===== src/rtl/traffic_lights_monitor_if.sv =====
// Bus between the traffic-light controller's lights output and its passive monitor.
// The master drives the light samples and configuration, and the slave reports faults and statistics.
interface traffic_lights_monitor_if #(
    parameter int CNT_W = 8
);
    logic             ce;
    logic [5:0]       lights;
    logic [5:0]       green_time;
    logic             fault;
    logic [2:0]       fault_code;
    logic [CNT_W-1:0] phase_count;
    logic [CNT_W-1:0] green_meas;

    modport master (
        output ce, lights, green_time,
        input  fault, fault_code, phase_count, green_meas
    );

    modport slave (
        input  ce, lights, green_time,
        output fault, fault_code, phase_count, green_meas
    );
endinterface


===== src/rtl/traffic_lights_monitor.sv =====
// Passive checker for the NS/EW light vector: encoding, conflict, sequence and timing.
// The first violation is latched as a sticky fault, and statistics keep running afterwards.
module traffic_lights_monitor #(
    parameter int CNT_W       = 8,
    parameter int YELLOW_LEN  = 3,
    parameter int ALL_RED_MIN = 1
) (
    input  logic                   clk,
    input  logic                   rst,
    traffic_lights_monitor_if.slave bus
);

    typedef enum logic [1:0] {PH_RED, PH_YELLOW, PH_GREEN} phase_t;
    typedef logic [CNT_W-1:0] cnt_t;

    localparam cnt_t YEL_LEN_C = cnt_t'(YELLOW_LEN);
    localparam cnt_t AR_MIN_C  = cnt_t'(ALL_RED_MIN);

    function automatic cnt_t sat_inc(input cnt_t c);
        return (c == '1) ? c : c + cnt_t'(1);
    endfunction

    // Index 0 is NS (lights[5:3]) and index 1 is EW (lights[2:0]).
    phase_t     r_prev [2];
    cnt_t       r_gcnt [2];
    cnt_t       r_ycnt [2];
    cnt_t       r_allred;
    logic       r_primed;
    logic       r_fault;
    logic [2:0] r_code;
    cnt_t       r_phase_count;
    cnt_t       r_green_meas;

    phase_t     w_nxt_prev [2];
    cnt_t       w_nxt_gcnt [2];
    cnt_t       w_nxt_ycnt [2];
    cnt_t       w_nxt_allred;
    cnt_t       w_gt;
    logic [6:1] w_err;
    logic [2:0] w_code;
    logic       w_meas_we;
    cnt_t       w_meas_val;
    logic       w_ns_r2g;
    logic [1:0] w_non_red;

    assign w_gt = cnt_t'(bus.green_time);

    always_comb begin
        logic [2:0] v;
        phase_t     cur;
        phase_t     prev;
        logic       ok;
        // NOTE: every combinational output gets a default before any branch, so no path can infer a latch.
        v            = '0;
        cur          = PH_RED;
        prev         = PH_RED;
        ok           = 1'b0;
        w_nxt_prev   = r_prev;
        w_nxt_gcnt   = r_gcnt;
        w_nxt_ycnt   = r_ycnt;
        w_err        = '0;
        w_meas_we    = 1'b0;
        w_meas_val   = r_green_meas;
        w_ns_r2g     = 1'b0;
        w_non_red    = '0;
        w_nxt_allred = (bus.lights == 6'b100100) ? sat_inc(r_allred) : '0;

        for (int d = 0; d < 2; d++) begin
            v            = (d == 0) ? bus.lights[5:3] : bus.lights[2:0];
            w_non_red[d] = (v != 3'b100);
            prev         = r_prev[d];
            case (v)
                3'b100:  begin ok = 1'b1; cur = PH_RED;    end
                3'b010:  begin ok = 1'b1; cur = PH_YELLOW; end
                3'b001:  begin ok = 1'b1; cur = PH_GREEN;  end
                default: begin ok = 1'b0; cur = PH_RED;    end
            endcase

            if (!ok) begin
                w_err[1] = 1'b1;
            end else begin
                w_nxt_prev[d] = cur;
                if (cur == PH_GREEN)
                    w_nxt_gcnt[d] = (prev == PH_GREEN) ? sat_inc(r_gcnt[d]) : cnt_t'(1);
                if (cur == PH_YELLOW)
                    w_nxt_ycnt[d] = (prev == PH_YELLOW) ? sat_inc(r_ycnt[d]) : cnt_t'(1);

                // The priming sample only seeds history; sequence and duration checks need a real predecessor.
                if (r_primed) begin
                    if (cur != prev &&
                        !((prev == PH_GREEN  && cur == PH_YELLOW) ||
                          (prev == PH_YELLOW && cur == PH_RED)    ||
                          (prev == PH_RED    && cur == PH_GREEN)))
                        w_err[3] = 1'b1;
                    if (cur == PH_GREEN && w_nxt_gcnt[d] > w_gt)
                        w_err[4] = 1'b1;
                    if (prev == PH_GREEN && cur != PH_GREEN) begin
                        w_meas_we  = 1'b1;
                        w_meas_val = r_gcnt[d];
                        if (cur == PH_YELLOW && r_gcnt[d] < w_gt)
                            w_err[4] = 1'b1;
                    end
                    if (cur == PH_YELLOW && w_nxt_ycnt[d] > YEL_LEN_C)
                        w_err[5] = 1'b1;
                    if (prev == PH_YELLOW && cur == PH_RED && r_ycnt[d] < YEL_LEN_C)
                        w_err[5] = 1'b1;
                    if (prev == PH_RED && cur == PH_GREEN) begin
                        if (r_allred < AR_MIN_C)
                            w_err[6] = 1'b1;
                        if (d == 0)
                            w_ns_r2g = 1'b1;
                    end
                end
            end
        end

        w_err[2] = w_non_red[0] & w_non_red[1];

        if      (w_err[1]) w_code = 3'd1;
        else if (w_err[2]) w_code = 3'd2;
        else if (w_err[3]) w_code = 3'd3;
        else if (w_err[4]) w_code = 3'd4;
        else if (w_err[5]) w_code = 3'd5;
        else if (w_err[6]) w_code = 3'd6;
        else               w_code = 3'd0;
    end

    // NOTE: sequential state uses non-blocking assignments so that every register samples pre-edge values.
    always_ff @(posedge clk) begin
        if (!rst) begin
            r_prev        <= '{default: PH_RED};
            r_gcnt        <= '{default: '0};
            r_ycnt        <= '{default: '0};
            r_allred      <= '0;
            r_primed      <= 1'b0;
            r_fault       <= 1'b0;
            r_code        <= '0;
            r_phase_count <= '0;
            r_green_meas  <= '0;
        end else if (bus.ce) begin
            r_prev   <= w_nxt_prev;
            r_gcnt   <= w_nxt_gcnt;
            r_ycnt   <= w_nxt_ycnt;
            r_allred <= w_nxt_allred;
            r_primed <= 1'b1;
            if (!r_fault && w_code != 3'd0) begin
                r_fault <= 1'b1;
                r_code  <= w_code;
            end
            if (w_meas_we)
                r_green_meas <= w_meas_val;
            if (w_ns_r2g)
                r_phase_count <= r_phase_count + cnt_t'(1);
        end
    end

    assign bus.fault       = r_fault;
    assign bus.fault_code  = r_code;
    assign bus.phase_count = r_phase_count;
    assign bus.green_meas  = r_green_meas;

endmodule

===== src/flat_wrapper.sv =====
// flat-port wrapper written by rule: the top's interface ports become plain ports
module traffic_lights_monitor_flat 
#(
    parameter int CNT_W       = 8,
    parameter int YELLOW_LEN  = 3,
    parameter int ALL_RED_MIN = 1
)
  (clk, rst, bus_ce, bus_lights, bus_green_time, bus_fault, bus_fault_code, bus_phase_count, bus_green_meas);
  traffic_lights_monitor_if #(.CNT_W(CNT_W)) bus_i ();
  input  logic clk;
  input  logic rst;
  input wire logic [$bits(bus_i.ce)-1:0] bus_ce;
  input wire logic [$bits(bus_i.lights)-1:0] bus_lights;
  input wire logic [$bits(bus_i.green_time)-1:0] bus_green_time;
  output wire logic [$bits(bus_i.fault)-1:0] bus_fault;
  output wire logic [$bits(bus_i.fault_code)-1:0] bus_fault_code;
  output wire logic [$bits(bus_i.phase_count)-1:0] bus_phase_count;
  output wire logic [$bits(bus_i.green_meas)-1:0] bus_green_meas;
  assign bus_i.ce = bus_ce;
  assign bus_i.lights = bus_lights;
  assign bus_i.green_time = bus_green_time;
  assign bus_fault = bus_i.fault;
  assign bus_fault_code = bus_i.fault_code;
  assign bus_phase_count = bus_i.phase_count;
  assign bus_green_meas = bus_i.green_meas;
  traffic_lights_monitor #(.CNT_W(CNT_W), .YELLOW_LEN(YELLOW_LEN), .ALL_RED_MIN(ALL_RED_MIN)) u_core (.clk(clk), .rst(rst), .bus(bus_i));
endmodule

===== config.mk =====
export PLATFORM = sky130hd
export DESIGN_NAME = traffic_lights_monitor_flat
export DESIGN_NICKNAME = d
export VERILOG_FILES = /design/src/rtl/traffic_lights_monitor_if.sv /design/src/rtl/traffic_lights_monitor.sv /design/src/flat_wrapper.sv
export SDC_FILE = /design/constraint.sdc
export NUM_CORES = 1
export LEC_CHECK = 0
export CAP_MARGIN = 10
export CORE_ASPECT_RATIO = 2
export CORE_UTILIZATION = 47
export DETAILED_ROUTE_END_ITERATION = 10
export PLACE_DENSITY = 0.79
export SLEW_MARGIN = 25
export SYNTH_ARGS = -nofsm -noshare
export SYNTH_HDL_FRONTEND = slang
export SYNTH_SLANG_ARGS = --single-unit

===== constraint.sdc =====
create_clock -name clk -period 3.7 [get_ports clk]
set_clock_uncertainty 0.2 [all_clocks]
set_input_delay 0.74 -clock clk [delete_from_list [all_inputs] [get_ports clk]]
set_output_delay 0.74 -clock clk [all_outputs]
set_load 0.02 [all_outputs]

==> run_summary.xml <==
<?xml version="1.0" encoding="UTF-8"?>
<metrics>
  <group name="worst_setup_path">
    <metric name="slowest_delay" unit="ns">0.41</metric>
    <metric name="worst_setup_path_startpoint" unit="">bus_lights[1]</metric>
    <metric name="timing.critical_path.to_type" unit="">flip-flop</metric>
    <metric name="r2r_slack" unit="ns">0.15</metric>
    <metric name="worst_setup_path_start_kind" unit="">input pin</metric>
    <metric name="critical_path_s_most_frequent_cell" unit="">sky130_fd_sc_hd__nand4_1</metric>
    <metric name="reg2reg_from" unit="">u_core.r_gcnt[12]</metric>
    <metric name="cp.arrival" unit="ns">3.65</metric>
    <metric name="cpMaxStageDelayCell" unit="">sky130_fd_sc_hd__or3b_4</metric>
    <metric name="regToRegEndpoint" unit="">u_core.bus.fault</metric>
    <metric name="cp_cell_sequence" unit="">dlygate4sd2_1, or3b_4, a31oi_2, buf_6, nand4_1, xor2_1, nor2_1, ha_1, nand4_1, o22ai_1, a21oi_2, o31a_1, o21ai_2, and3_4, a41oi_2</metric>
    <metric name="timing.setup.critical_path_class" unit="">input pin to flip-flop</metric>
    <metric name="worstRegToRegCells" unit="">15</metric>
    <metric name="timing.critical_path.required" unit="ns">3.70</metric>
    <metric name="cp_max_fo" unit="">6</metric>
  </group>
  <group name="routing">
    <metric name="routed_via_density" unit="">6.20</metric>
    <metric name="drt_drc_violations_left" unit="">0</metric>
    <metric name="dr.pass1.iters" unit="">5</metric>
    <metric name="routed_wl" unit="mm">12.9</metric>
    <metric name="first_iter_violations" unit="">332</metric>
    <metric name="routed_wire_length_per_instance" unit="um">17.0</metric>
    <metric name="routed-via-count" unit="">4713</metric>
    <metric name="route.antenna.remaining_nets" unit="">0</metric>
  </group>
  <group name="hold_path">
    <metric name="hp-class" unit="">flip-flop to flip-flop</metric>
    <metric name="holdCritStartpoint" unit="">u_core.bus.green_meas[1]</metric>
    <metric name="worst_case_hold_path_end_point" unit="">u_core.bus.green_meas[1]</metric>
    <metric name="holdPathStages" unit="">2</metric>
  </group>
  <group name="floorplan">
    <metric name="floorplan.die_area" unit="mm^2">0.0101</metric>
    <metric name="row_count" unit="">50</metric>
    <metric name="ioPinCount" unit="">35</metric>
    <metric name="die_h" unit="um">141</metric>
    <metric name="dieWidth" unit="um">71.6</metric>
    <metric name="floorplan.initialDensity" unit="%">48.5</metric>
    <metric name="core_area" unit="mm^2">0.00938</metric>
  </group>
  <group name="sta">
    <metric name="final_hold_viol_count" unit="">0</metric>
    <metric name="min_period_over_period" unit="%">98.5</metric>
    <metric name="actual_slew_at_the_worst_max_slew_pin" unit="ns">0.609</metric>
    <metric name="drv_slew" unit="">0</metric>
    <metric name="highest_clock_rate" unit="MHz">274</metric>
    <metric name="final-setup-viol-count" unit="">0</metric>
    <metric name="hold_ws" unit="ns">0.295</metric>
    <metric name="finalCriticalPeriod" unit="ns">3.65</metric>
    <metric name="worst_max_slew_margin_expressed_relative_to_the_limit" unit="%">59.4</metric>
  </group>
  <group name="synth">
    <metric name="postSynthRegisterBits" unit="">65</metric>
    <metric name="synth.yosys.warnings" unit="">0</metric>
    <metric name="async_reset_ff_share" unit="%">0</metric>
    <metric name="syn-num-nets" unit="">634</metric>
    <metric name="syn_area_cell" unit="um^2">7.71</metric>
    <metric name="post_synth_inst_count" unit="">590</metric>
    <metric name="synthesis.area" unit="mm^2">0.00455</metric>
    <metric name="yosysSeqAreaShare" unit="%">28.6</metric>
    <metric name="post_synth_num_cell_types" unit="">71</metric>
    <metric name="number_of_flops_mapped_to_enable_cells_by_yosys" unit="">0</metric>
    <metric name="synth_flop_cell" unit="">sky130_fd_sc_hd__dfxtp_1</metric>
  </group>
  <group name="final_layout">
    <metric name="post_route_cells_drive_above_1_share" unit="%">15.7</metric>
    <metric name="finalNetCount" unit="">695</metric>
    <metric name="count_of_fill_cells_added_during_filler_insertion" unit="">809</metric>
    <metric name="finalInstanceArea" unit="mm^2">0.00561</metric>
    <metric name="fin_util" unit="%">59.8</metric>
    <metric name="n_antenna_cell" unit="">0</metric>
    <metric name="area_growth_syn_to_layout" unit="%">23.3</metric>
  </group>
  <group name="global_routing">
    <metric name="grt_overflow_total" unit="">0</metric>
    <metric name="vias_in_the_first_global_route" unit="">4541</metric>
    <metric name="antenna_found_initial" unit="">0</metric>
    <metric name="grt_pass1_wl" unit="mm">20.6</metric>
    <metric name="grt_max_degree" unit="">57</metric>
    <metric name="groute.usage.overall" unit="%">25.9</metric>
  </group>
  <group name="clock_tree">
    <metric name="cts-root-to-sink-buffers" unit="">2</metric>
    <metric name="clock_sinks" unit="">65</metric>
    <metric name="clk_root_buffer_cell" unit="">sky130_fd_sc_hd__clkbuf_16</metric>
    <metric name="holdBufCountCts" unit="">0</metric>
    <metric name="cts.htree.levels" unit="">3</metric>
    <metric name="tritoncts" unit="">done</metric>
    <metric name="path_clk_slew" unit="ns">0.06</metric>
    <metric name="worstSkewPairLatency" unit="ns">0.34</metric>
    <metric name="numCtsBuffers" unit="">9</metric>
  </group>
  <group name="power_and_ir_drop">
    <metric name="cell_internal_pwr" unit="W">0.00139</metric>
    <metric name="switching_power" unit="W">0.000471</metric>
    <metric name="combinationalPowerShare" unit="%">10.5</metric>
    <metric name="power.clock.fraction" unit="%">50.8</metric>
    <metric name="power.density" unit="mW/mm^2">331</metric>
    <metric name="worst_ir_drop_on_vdd" unit="uV">242</metric>
    <metric name="sw_frac_of_total" unit="%">25.4</metric>
    <metric name="power.leakage" unit="nW">2.17</metric>
    <metric name="power.share.sequential" unit="%">38.6</metric>
  </group>
  <group name="placed_design">
    <metric name="placed_cell_area" unit="mm^2">0.00516</metric>
    <metric name="port_buffers" unit="">34</metric>
    <metric name="hpwlAfterDp" unit="mm">9.38</metric>
    <metric name="finalWeightedCongestion" unit="">0.919</metric>
  </group>
  <group name="flow_run">
    <metric name="cap_viol_max_count" unit="">0</metric>
  </group>
  <group name="outcome">
    <metric name="result_of_the_run" unit="">completed</metric>
  </group>
</metrics>
[routing by layer]
layer  GRT usage, %  vias up  part of all wire, %
met3           3.93       72                  4.3
met4           19.7        0                  6.6
li1               -     2261                    -
met5              0        -                    0
met2           47.3      198                   53
met1           25.3     2182                   36
[area by class of cell]
cell class | instances | area, um^2 | area share (%)
multi-input combinational | 476 | 3100 | 55.3
inverter | 18 | 67.6 | 1.20
sequential | 65 | 1300 | 23.2
clock inverter | 7 | 101 | 1.81
tap | 104 | 130 | 2.32
clock buffer | 9 | 225 | 4.02
timing repair buffer | 81 | 682 | 12.2
[kinds of logic after synthesis]
family                   synth area share (%)
AO/OA/AOI/OAI                            19.4
AND/OR/NAND/NOR                          30.7
multiplexers                             3.80
flip-flops                               28.6
adder cells (fa/ha/maj)                  7.98
buffers and inverters                    5.36
XOR/XNOR                                 4.24
[registers in the layout, summed over array words and instances, names as in the netlist]
| register | count |
|---|---|
| u_core.r_gcnt | 16 |
| u_core.r_ycnt | 16 |
| u_core.bus.green_meas | 8 |
| u_core.bus.phase_count | 8 |
| u_core.r_allred | 8 |
| u_core.r_prev | 4 |
| u_core.bus.fault_code | 3 |
| u_core.bus.fault | 1 |
| u_core.r_primed | 1 |
[synthesized netlist by cell type, types with 4 or more instances]
master / instances / area, um^2
sky130_fd_sc_hd__nor3_1: 29 / 145
sky130_fd_sc_hd__nand2_1: 39 / 146
sky130_fd_sc_hd__a22oi_1: 4 / 30.0
sky130_fd_sc_hd__xor2_1: 17 / 149
sky130_fd_sc_hd__o211ai_1: 4 / 30.0
sky130_fd_sc_hd__a21o_1: 5 / 37.5
sky130_fd_sc_hd__a31oi_1: 8 / 50.1
sky130_fd_sc_hd__o21ai_0: 17 / 85.1
sky130_fd_sc_hd__nand4_1: 17 / 106
sky130_fd_sc_hd__or3_1: 5 / 31.3
sky130_fd_sc_hd__buf_6: 4 / 45.0
sky130_fd_sc_hd__ha_1: 29 / 363
sky130_fd_sc_hd__a21oi_1: 58 / 290
sky130_fd_sc_hd__xnor2_1: 5 / 43.8
sky130_fd_sc_hd__nand3_1: 16 / 80.1
sky130_fd_sc_hd__clkbuf_1: 19 / 71.3
sky130_fd_sc_hd__mux2i_1: 15 / 150
sky130_fd_sc_hd__o31a_1: 4 / 35.0
sky130_fd_sc_hd__nand2b_1: 12 / 75.1
sky130_fd_sc_hd__dfxtp_1: 65 / 1300
sky130_fd_sc_hd__and3_1: 11 / 68.8
sky130_fd_sc_hd__inv_1: 18 / 67.6
sky130_fd_sc_hd__nor3b_1: 5 / 37.5
sky130_fd_sc_hd__o31ai_1: 6 / 45.0
sky130_fd_sc_hd__nor2_1: 97 / 364
sky130_fd_sc_hd__nand3b_1: 5 / 37.5
sky130_fd_sc_hd__and2_1: 5 / 31.3
[repair_timing]
action,CTS,global route
hold endpoints to repair,0,0
endpoints found under the setup margin,4,4
gates resized for setup,13,20
pin swaps,21,18
buffers inserted,6,0
[through the flow]
stage	TNS [ns]	cells	setup slack, ns	power, W
after floorplan	-0.0740	590	-0.0490	0.000855
after global placement	-1.80	738	-0.508	0.000914
after detailed placement	-2.04	738	-0.553	0.000919
after CTS	0	760	0.0766	0.00186
after global routing	-0.358	760	-0.108	0.00192
final	0	760	0.0545	0.00186
[cell usage in the layout (no fill, tap or decap), drive strengths merged, types with 16 or more instances in the layout]
cell type and count:
nand3 16, nor3 29, dfxtp 65, clkdlybuf4s50 28, xor2 17, nor2 98
nand2 39, o21ai 19, a21oi 58, nand4 17, inv 20, ha 29
buf 47
[critical path, delay by kind of cell]
family	cells	cell delay, ns
compound gates	6	0.99
buf+inv	2	0.39
fa+ha+maj	1	0.32
xor+xnor	1	0.25
simple gates	5	0.96
[power by group through the flow]
stage	combinational (W)	clock, W	sequential [W]
floorplan	0.000121	0	0.000734
global placement	0.000183	0	0.000731
detailed placement	0.000188	0	0.000731
CTS	0.000191	0.000954	0.000716
global route	0.000213	0.000989	0.000717
finish	0.000196	0.000943	0.000717
[worst max path at each step]
stage,slack (ns),cells past startpoint,endpoint
final,0.05,15,u_core.bus.fault
after detailed placement,-0.55,15,u_core.bus.fault_code[1]
after global routing,-0.11,15,u_core.bus.fault
after floorplan,-0.05,16,u_core.bus.fault
after CTS,0.08,15,u_core.bus.fault
after global placement,-0.51,15,u_core.bus.fault_code[1]
Power figures use the tool's default switching activity.
